**config.mk**
```make
export PLATFORM = sky130hd
export DESIGN_NAME = skew_monitor
export DESIGN_NICKNAME = d
export VERILOG_FILES = /design/src/rtl/skew_monitor.sv
export SDC_FILE = /design/constraint.sdc
export NUM_CORES = 1
export LEC_CHECK = 0
export BUFFER_PORTS_ARGS = -buffer_cell sky130_fd_sc_hd__buf_2
export CAP_MARGIN = 15
export CORE_MARGIN = 10
export CORE_UTILIZATION = 50
export CTS_BUF_LIST = sky130_fd_sc_hd__clkbuf_4
export DETAILED_ROUTE_END_ITERATION = 6
export PLACE_DENSITY = 0.71
export SLEW_MARGIN = 0
export SYNTH_ARGS = -nofsm -noshare
export SYNTH_HDL_FRONTEND = slang
export SYNTH_SLANG_ARGS = --single-unit
```
**constraint.sdc**
```tcl
create_clock -name clk -period 2.7 [get_ports clk]
set_clock_uncertainty 0.1 [all_clocks]
set_input_delay 0.405 -clock clk [delete_from_list [all_inputs] [get_ports clk]]
set_output_delay 0.405 -clock clk [all_outputs]
set_load 0.005 [all_outputs]
```
**src/rtl/skew_monitor.sv**
```systemverilog
// rtl/skew_monitor.sv - rising-edge skew measurement between two asynchronous square waves
module skew_monitor #(
    parameter int CNT_W       = 8,
    parameter int SYNC_STAGES = 2,
    parameter int TIMEOUT     = 255
) (
    input  logic             clk,
    input  logic             rst_n,
    input  logic             en,
    input  logic             sig_a,
    input  logic             sig_b,
    output logic [CNT_W-1:0] skew,
    output logic             b_lags,
    output logic             skew_valid,
    output logic             timeout,
    output logic             busy
);

    typedef enum logic [1:0] {IDLE, ARMED, CNT_B, CNT_A} state_t;

    localparam logic [CNT_W-1:0] TO_VAL = CNT_W'(TIMEOUT);

    state_t                 state, state_nxt;
    logic [SYNC_STAGES-1:0] sync_a, sync_b;
    logic                   hist_a, hist_b;
    logic                   rise_a, rise_b;
    logic [CNT_W-1:0]       cnt, cnt_nxt;
    logic [CNT_W-1:0]       meas_val;
    logic                   meas_go, meas_lag, expire;

    always_ff @(posedge clk) begin
        if (!rst_n) begin
            sync_a <= '0;
            sync_b <= '0;
            hist_a <= 1'b0;
            hist_b <= 1'b0;
        end else begin
            sync_a <= {sync_a[SYNC_STAGES-2:0], sig_a};
            sync_b <= {sync_b[SYNC_STAGES-2:0], sig_b};
            hist_a <= sync_a[SYNC_STAGES-1];
            hist_b <= sync_b[SYNC_STAGES-1];
        end
    end

    assign rise_a = sync_a[SYNC_STAGES-1] & ~hist_a;
    assign rise_b = sync_b[SYNC_STAGES-1] & ~hist_b;

    always_ff @(posedge clk) begin
        if (!rst_n) state <= IDLE;
        else        state <= state_nxt;
    end

    always_comb begin
        state_nxt = state;
        if (!en) begin
            state_nxt = IDLE;
        end else begin
            case (state)
                IDLE:  state_nxt = ARMED;
                ARMED: begin
                    if (rise_a && !rise_b)      state_nxt = CNT_B;
                    else if (rise_b && !rise_a) state_nxt = CNT_A;
                end
                CNT_B: begin
                    if (rise_b)             state_nxt = ARMED;
                    else if (!rise_a && cnt == TO_VAL) state_nxt = ARMED;
                end
                CNT_A: begin
                    if (rise_a)             state_nxt = ARMED;
                    else if (!rise_b && cnt == TO_VAL) state_nxt = ARMED;
                end
                default: state_nxt = IDLE;
            endcase
        end
    end

    // A completing edge wins over a restart edge and over the timeout check.
    always_comb begin
        cnt_nxt  = '0;
        meas_go  = 1'b0;
        meas_val = cnt;
        meas_lag = 1'b0;
        expire   = 1'b0;
        busy     = (state == CNT_B) || (state == CNT_A);
        if (en) begin
            case (state)
                ARMED: begin
                    if (rise_a && rise_b) begin
                        meas_go  = 1'b1;
                        meas_val = '0;
                    end else if (rise_a || rise_b) begin
                        cnt_nxt = CNT_W'(1);
                    end
                end
                CNT_B: begin
                    if (rise_b) begin
                        meas_go  = 1'b1;
                        meas_lag = 1'b1;
                    end else if (rise_a) begin
                        cnt_nxt = CNT_W'(1);
                    end else if (cnt == TO_VAL) begin
                        expire = 1'b1;
                    end else begin
                        cnt_nxt = cnt + CNT_W'(1);
                    end
                end
                CNT_A: begin
                    if (rise_a) begin
                        meas_go = 1'b1;
                    end else if (rise_b) begin
                        cnt_nxt = CNT_W'(1);
                    end else if (cnt == TO_VAL) begin
                        expire = 1'b1;
                    end else begin
                        cnt_nxt = cnt + CNT_W'(1);
                    end
                end
                default: cnt_nxt = '0;
            endcase
        end
    end

    always_ff @(posedge clk) begin
        if (!rst_n) begin
            cnt        <= '0;
            skew       <= '0;
            b_lags     <= 1'b0;
            skew_valid <= 1'b0;
            timeout    <= 1'b0;
        end else begin
            cnt        <= cnt_nxt;
            skew_valid <= meas_go;
            timeout    <= expire;
            if (meas_go) begin
                skew   <= meas_val;
                b_lags <= meas_lag;
            end
        end
    end

endmodule

```
* Word level (Yosys, flattened, before mapping)
Cells that the tools add are included. Widths: inputs -> output; s select.
Cells by class: equality and inequality tests 7, $add $sub $neg 1, reductions and logical operators 12, muxes and demuxes 31, bitwise logic cells 4
Operator list (count):
- $mux 8 | 8
- $pmux 8 s3 | 1
- $mux 1 | 13
- $mux 2 | 6
- $ne 3x3->1 const B | 3
- $add 8x1->8 const B | 1
- $eq 8x8->1 const B | 1
- $pmux 2 s4 | 1
- $logic_and 1x1->1 | 5
- $eq 2x2->1 const B | 2
- $pmux 1 s3 | 1
- $reduce_and 3->1 | 1
- $and 1x1->1 | 2
- $eq 2x1->1 const B | 1
- $logic_not 1->1 | 2
- $logic_not 2->1 | 1
- $logic_or 1x1->1 | 2
- $not 1->1 | 2
- $pmux 1 s2 | 1
- $reduce_and 2->1 | 1
Word-level totals: register bits after elaboration 27, output and inout port bits 12, bits of input ports 5, logic and storage cells 65

* Logic depth before layout (Yosys ltp)
word-level depth 7, depth in mapped cells 7, gate-level depth less buffers 7

* Worst setup path before layout
OpenSTA, ideal clock, no wires.
kind input-to-reg, from input port rst_n, to register cnt[5], buffers on the path 2, slack 1.095 ns, arrival time 1.443 ns, cell stages on the path 6, library setup time 0.062 ns, data required time 2.538 ns, cell sequence buf_4 -> nand2_2 -> or4b_1 -> buf_2 -> nand2b_4 -> nor2_2
On the way: cells in the longest elaborated chain, start to end 1
Ends and longest elaborated chain:
- start: declaration | RTL line 8 | input logic rst_n,
- $reduce_and 2->1 (no line)
- end signal: assignment | RTL line 131 | cnt <= cnt_nxt;
- end: declaration | RTL line 27 | logic [CNT_W-1:0] cnt, cnt_nxt;
No other way between the ends. A chain may end at the register's enable or synchronous reset.

* Final worst setup path
from register hist_a, to register skew[7]
On the way: cells in the longest elaborated chain, start to end 6, elaborated cells on any way between the ends 10, those cells by class mux: 7; bitwise: 2; reduce/logical: 1
Ends and longest elaborated chain:
- start: declaration | RTL line 25 | logic hist_a, hist_b;
- start signal: assignment | RTL line 40 | hist_a <= sync_a[SYNC_STAGES-1];
- $not 1->1 (*) | RTL line 45 | assign rise_a = sync_a[SYNC_STAGES-1] & ~hist_a;
- $and 1x1->1 (*) | RTL line 45
- $logic_and 1x1->1 | RTL line 88 | if (rise_a && rise_b) begin
- $mux 1 / $mux 8 (equally long branches) | RTL line 88
- $pmux 1 s3 / $mux 8 (equally long branches) | RTL line 86 | case (state)
- $mux 1 / $mux 8 (equally long branches) | RTL line 85 | if (en) begin
- end signal: assignment | RTL line 135 | skew <= meas_val;
- end: declaration | RTL line 12 | output logic [CNT_W-1:0] skew,
Mark *: on every way between the ends. The rest lies on a longest branch, timed or not.

==> results.py <==
metrics = {
    "run_status": {
        "status": "finished clean",
    },
    "critical_path": {
        "ff2ff_path_depth": 7,
        "critical_path_class": "reg2reg",
        "r2r_slack_ns": 0.85,
        "regToRegEndpoint": "skew[7]",
        "worst_setup_path_start_kind": "flop",
        "path_max_fanout": 8,
        "critPathRequiredTime_ns": 2.82,
        "reg2reg_from": "hist_a",
        "critPathArrivalTime_ns": 1.98,
        "crit_path_end_kind": "flop",
    },
    "yosys": {
        "netlist_area_um2": 1170,
        "synth_edf_count": 0,
        "synthAdderAreaFrac_pct": 3.22,
        "synthesis.nets": 125,
        "synthMuxAreaShare_pct": 2.58,
        "ys_types": 41,
        "synth_ff_type": "dfxtp_1",
        "yosysMostFrequentCell": "dfxtp_1",
        "yosysWarnings": 0,
        "async_flop_share_pct": 0,
        "avgSynthCellArea_um2": 9.97,
        "synth_top_area_share_pct": 46.4,
        "synth_common_cells": "dfxtp_1 (27), a32o_1 (8), nand2_1 (8), nor2_1 (8), and2_1 (7)",
        "synth_compound_area_share_pct": 14.2,
        "synth_top_family_by_area": "simple AND/OR/NAND/NOR gates",
        "synthCells": 117,
        "synthTopCellsByArea": "dfxtp_1 (46%), a32o_1 (6.9%), and2_1 (3.8%), ha_1 (3.2%), xor2_1 (3.0%)",
        "synthSimpleGateAreaFrac_pct": 25.5,
        "ys_ff_latch": 27,
        "synth_top_area_cell": "dfxtp_1",
        "ys_seq_area_share_pct": 46.4,
        "synth_xor_area_share_pct": 3.76,
    },
    "placed_design": {
        "placed_cell_area_um2": 1250,
        "dp_hpwl_mm": 1.66,
        "place.gp.congestion": 0.840,
        "io_buffers": 16,
    },
    "power": {
        "leakagePower_nw": 0.526,
        "power.density_nw_per_um2": 480,
        "max-vdd-ir-drop_v": 0.000364,
    },
    "detailed_routing": {
        "antenna_left": 0,
        "drc": 0,
        "num_vias": 888,
        "firstDrtPassIters": 4,
        "vias_per_cell": 5.58,
        "dr.first_iter.drc_count": 22,
        "post_drt_wl_per_cell_um": 13.9,
        "finalWirelength_mm": 2.22,
    },
    "sta": {
        "rsz0062_at_grt": "false",
        "worst_pin_slew_ns": 0.621,
        "max_freq_mhz": 540,
        "final-hold-violation-count": 0,
        "whs_ns": 0.186,
        "post-route-min-period_ns": 1.85,
        "fin_crit_sh_pct": 68.6,
        "final-max-slew-violation-count": 0,
        "setup_viol": 0,
        "relSlewSlack_pct": 58.3,
        "tns_ns": 0,
    },
    "cts": {
        "clock_insertion_delay_worst_skew_ns": 0.31,
        "path_clk_slew_ns": 0.14,
        "cts_root_buf": "clkbuf_4",
        "cts_sinks": 27,
        "ctsResizeCount": 0,
        "hold_buffers": 0,
        "cts_tree": "done",
        "post_cts_buffers": 0,
        "clockBufferDepth": 2,
        "h-tree-depth": 1,
        "numCtsBuffers": 3,
    },
    "floorplanning": {
        "die_x_um": 68.3,
        "die_area_um2": 4660,
        "die_y_um": 68.3,
        "core.rowCount": 17,
        "core_um2": 2210,
        "start_util_pct": 52.7,
        "io_pins": 17,
    },
    "run": {
        "max_cap_violations": 0,
    },
    "global_routing": {
        "grt_pass1_vias": 832,
        "antenna_found_initial": 0,
        "grt_pass1_wl_mm": 3.91,
        "grt_max_degree": 19,
        "gr-total-overflow": 0,
        "track_usage_pct": 10.8,
    },
    "worst_hold_path": {
        "hold_path_class": "in2reg",
        "hold_path.startpoint": "sig_a",
        "whs_endpoint": "sync_a[0]",
        "min_path_cells": 2,
    },
    "layout": {
        "layout-drive-gt1-share_pct": 24.4,
        "final_util_pct": 57.9,
        "syn_to_final_growth_pct": 9.87,
        "fin_nets": 140,
        "diodes": 0,
        "fin_area_um2": 1280,
    },
}
layout by cell type, fill, tap and decap left out, types with 2 or more instances in the layout:
cell type / count
buf_2: 16
a32o_1: 8
a211oi_1: 3
nand3_1: 5
a31oi_1: 2
inv_1: 3
and2_1: 7
a21oi_1: 2
nand2b_4: 2
ha_1: 3
clkbuf_4: 4
mux2i_1: 3
xor2_1: 4
nand4_1: 2
nor2_1: 8
nor2_2: 3
dfxtp_1: 27
nand2_1: 8
cells by family after synthesis:
logic type                 after synthesis
xor gates and xnor gates                 5
DFF                                     27
buffers and inverters                   11
AOI/OAI and AO/OA                       21
adders and majority gates                3
muxes                                    3
and+or+nand+nor                         47
flip-flops by register name (all words and copies together), names as in the netlist:
register / count
hist_b: 1
timeout: 1
cnt: 8
state: 2
skew_valid: 1
skew: 8
sync_b: 2
sync_a: 2
hist_a: 1
b_lags: 1
worst max-delay path: stages, from the launching register on:
cell and delay [ns]:
dfxtp_1 0.33, nand2b_2 0.19, inv_2 0.12, ha_1 0.16
nand2b_1 0.07, a21oi_1 0.19, o21ai_1 0.26, a32o_1 0.34
area by class of cell:
| class | count | area [um2] |
|---|---|---|
| sequential | 27 | 541 |
| fill | 223 | 931 |
| timing repair buffer | 16 | 80.1 |
| inverter | 5 | 21.3 |
| tap | 28 | 35.0 |
| multi-input combinational | 79 | 574 |
| clock buffer | 4 | 30.0 |
routing by layer:
metal  part of all wire [%]  global-route usage [%]
met1                     49                    14.6
met2                     43                    14.9
met3                    6.3                    3.26
met4                    1.6                    5.78
met5                      0                       0
how the worst max path moves through the flow:
stage	from	endpoint	slack, ns	cells past startpoint
finish	hist_a	skew[7]	0.85	7
global route	hist_a	skew[1]	0.71	7
CTS	hist_a	skew[7]	0.84	7
detailed placement	rst_n	cnt[3]	0.81	5
global placement	rst_n	cnt[5]	0.88	5
floorplan	rst_n	cnt[5]	1.09	6
report_power, final:
group / leakage, nW / internal (W) / switching (W)
Clock: 0.0184 / 0.0000678 / 0.000112
Combinational: 0.289 / 0.0000107 / 0.0000161
Sequential: 0.219 / 0.000403 / 0.00000437
stage by stage:
stage / worst slack (ns) / cells / power (W)
6_report: 0.848 / 159 / 0.000615
5_1_grt: 0.708 / 159 / 0.000643
4_1_cts: 0.840 / 159 / 0.000621
3_5_place_dp: 0.806 / 155 / 0.000443
3_3_place_gp: 0.876 / 155 / 0.000442
2_1_floorplan: 1.09 / 117 / 0.000436
Note: power is estimated with default switching activity, not from simulation.
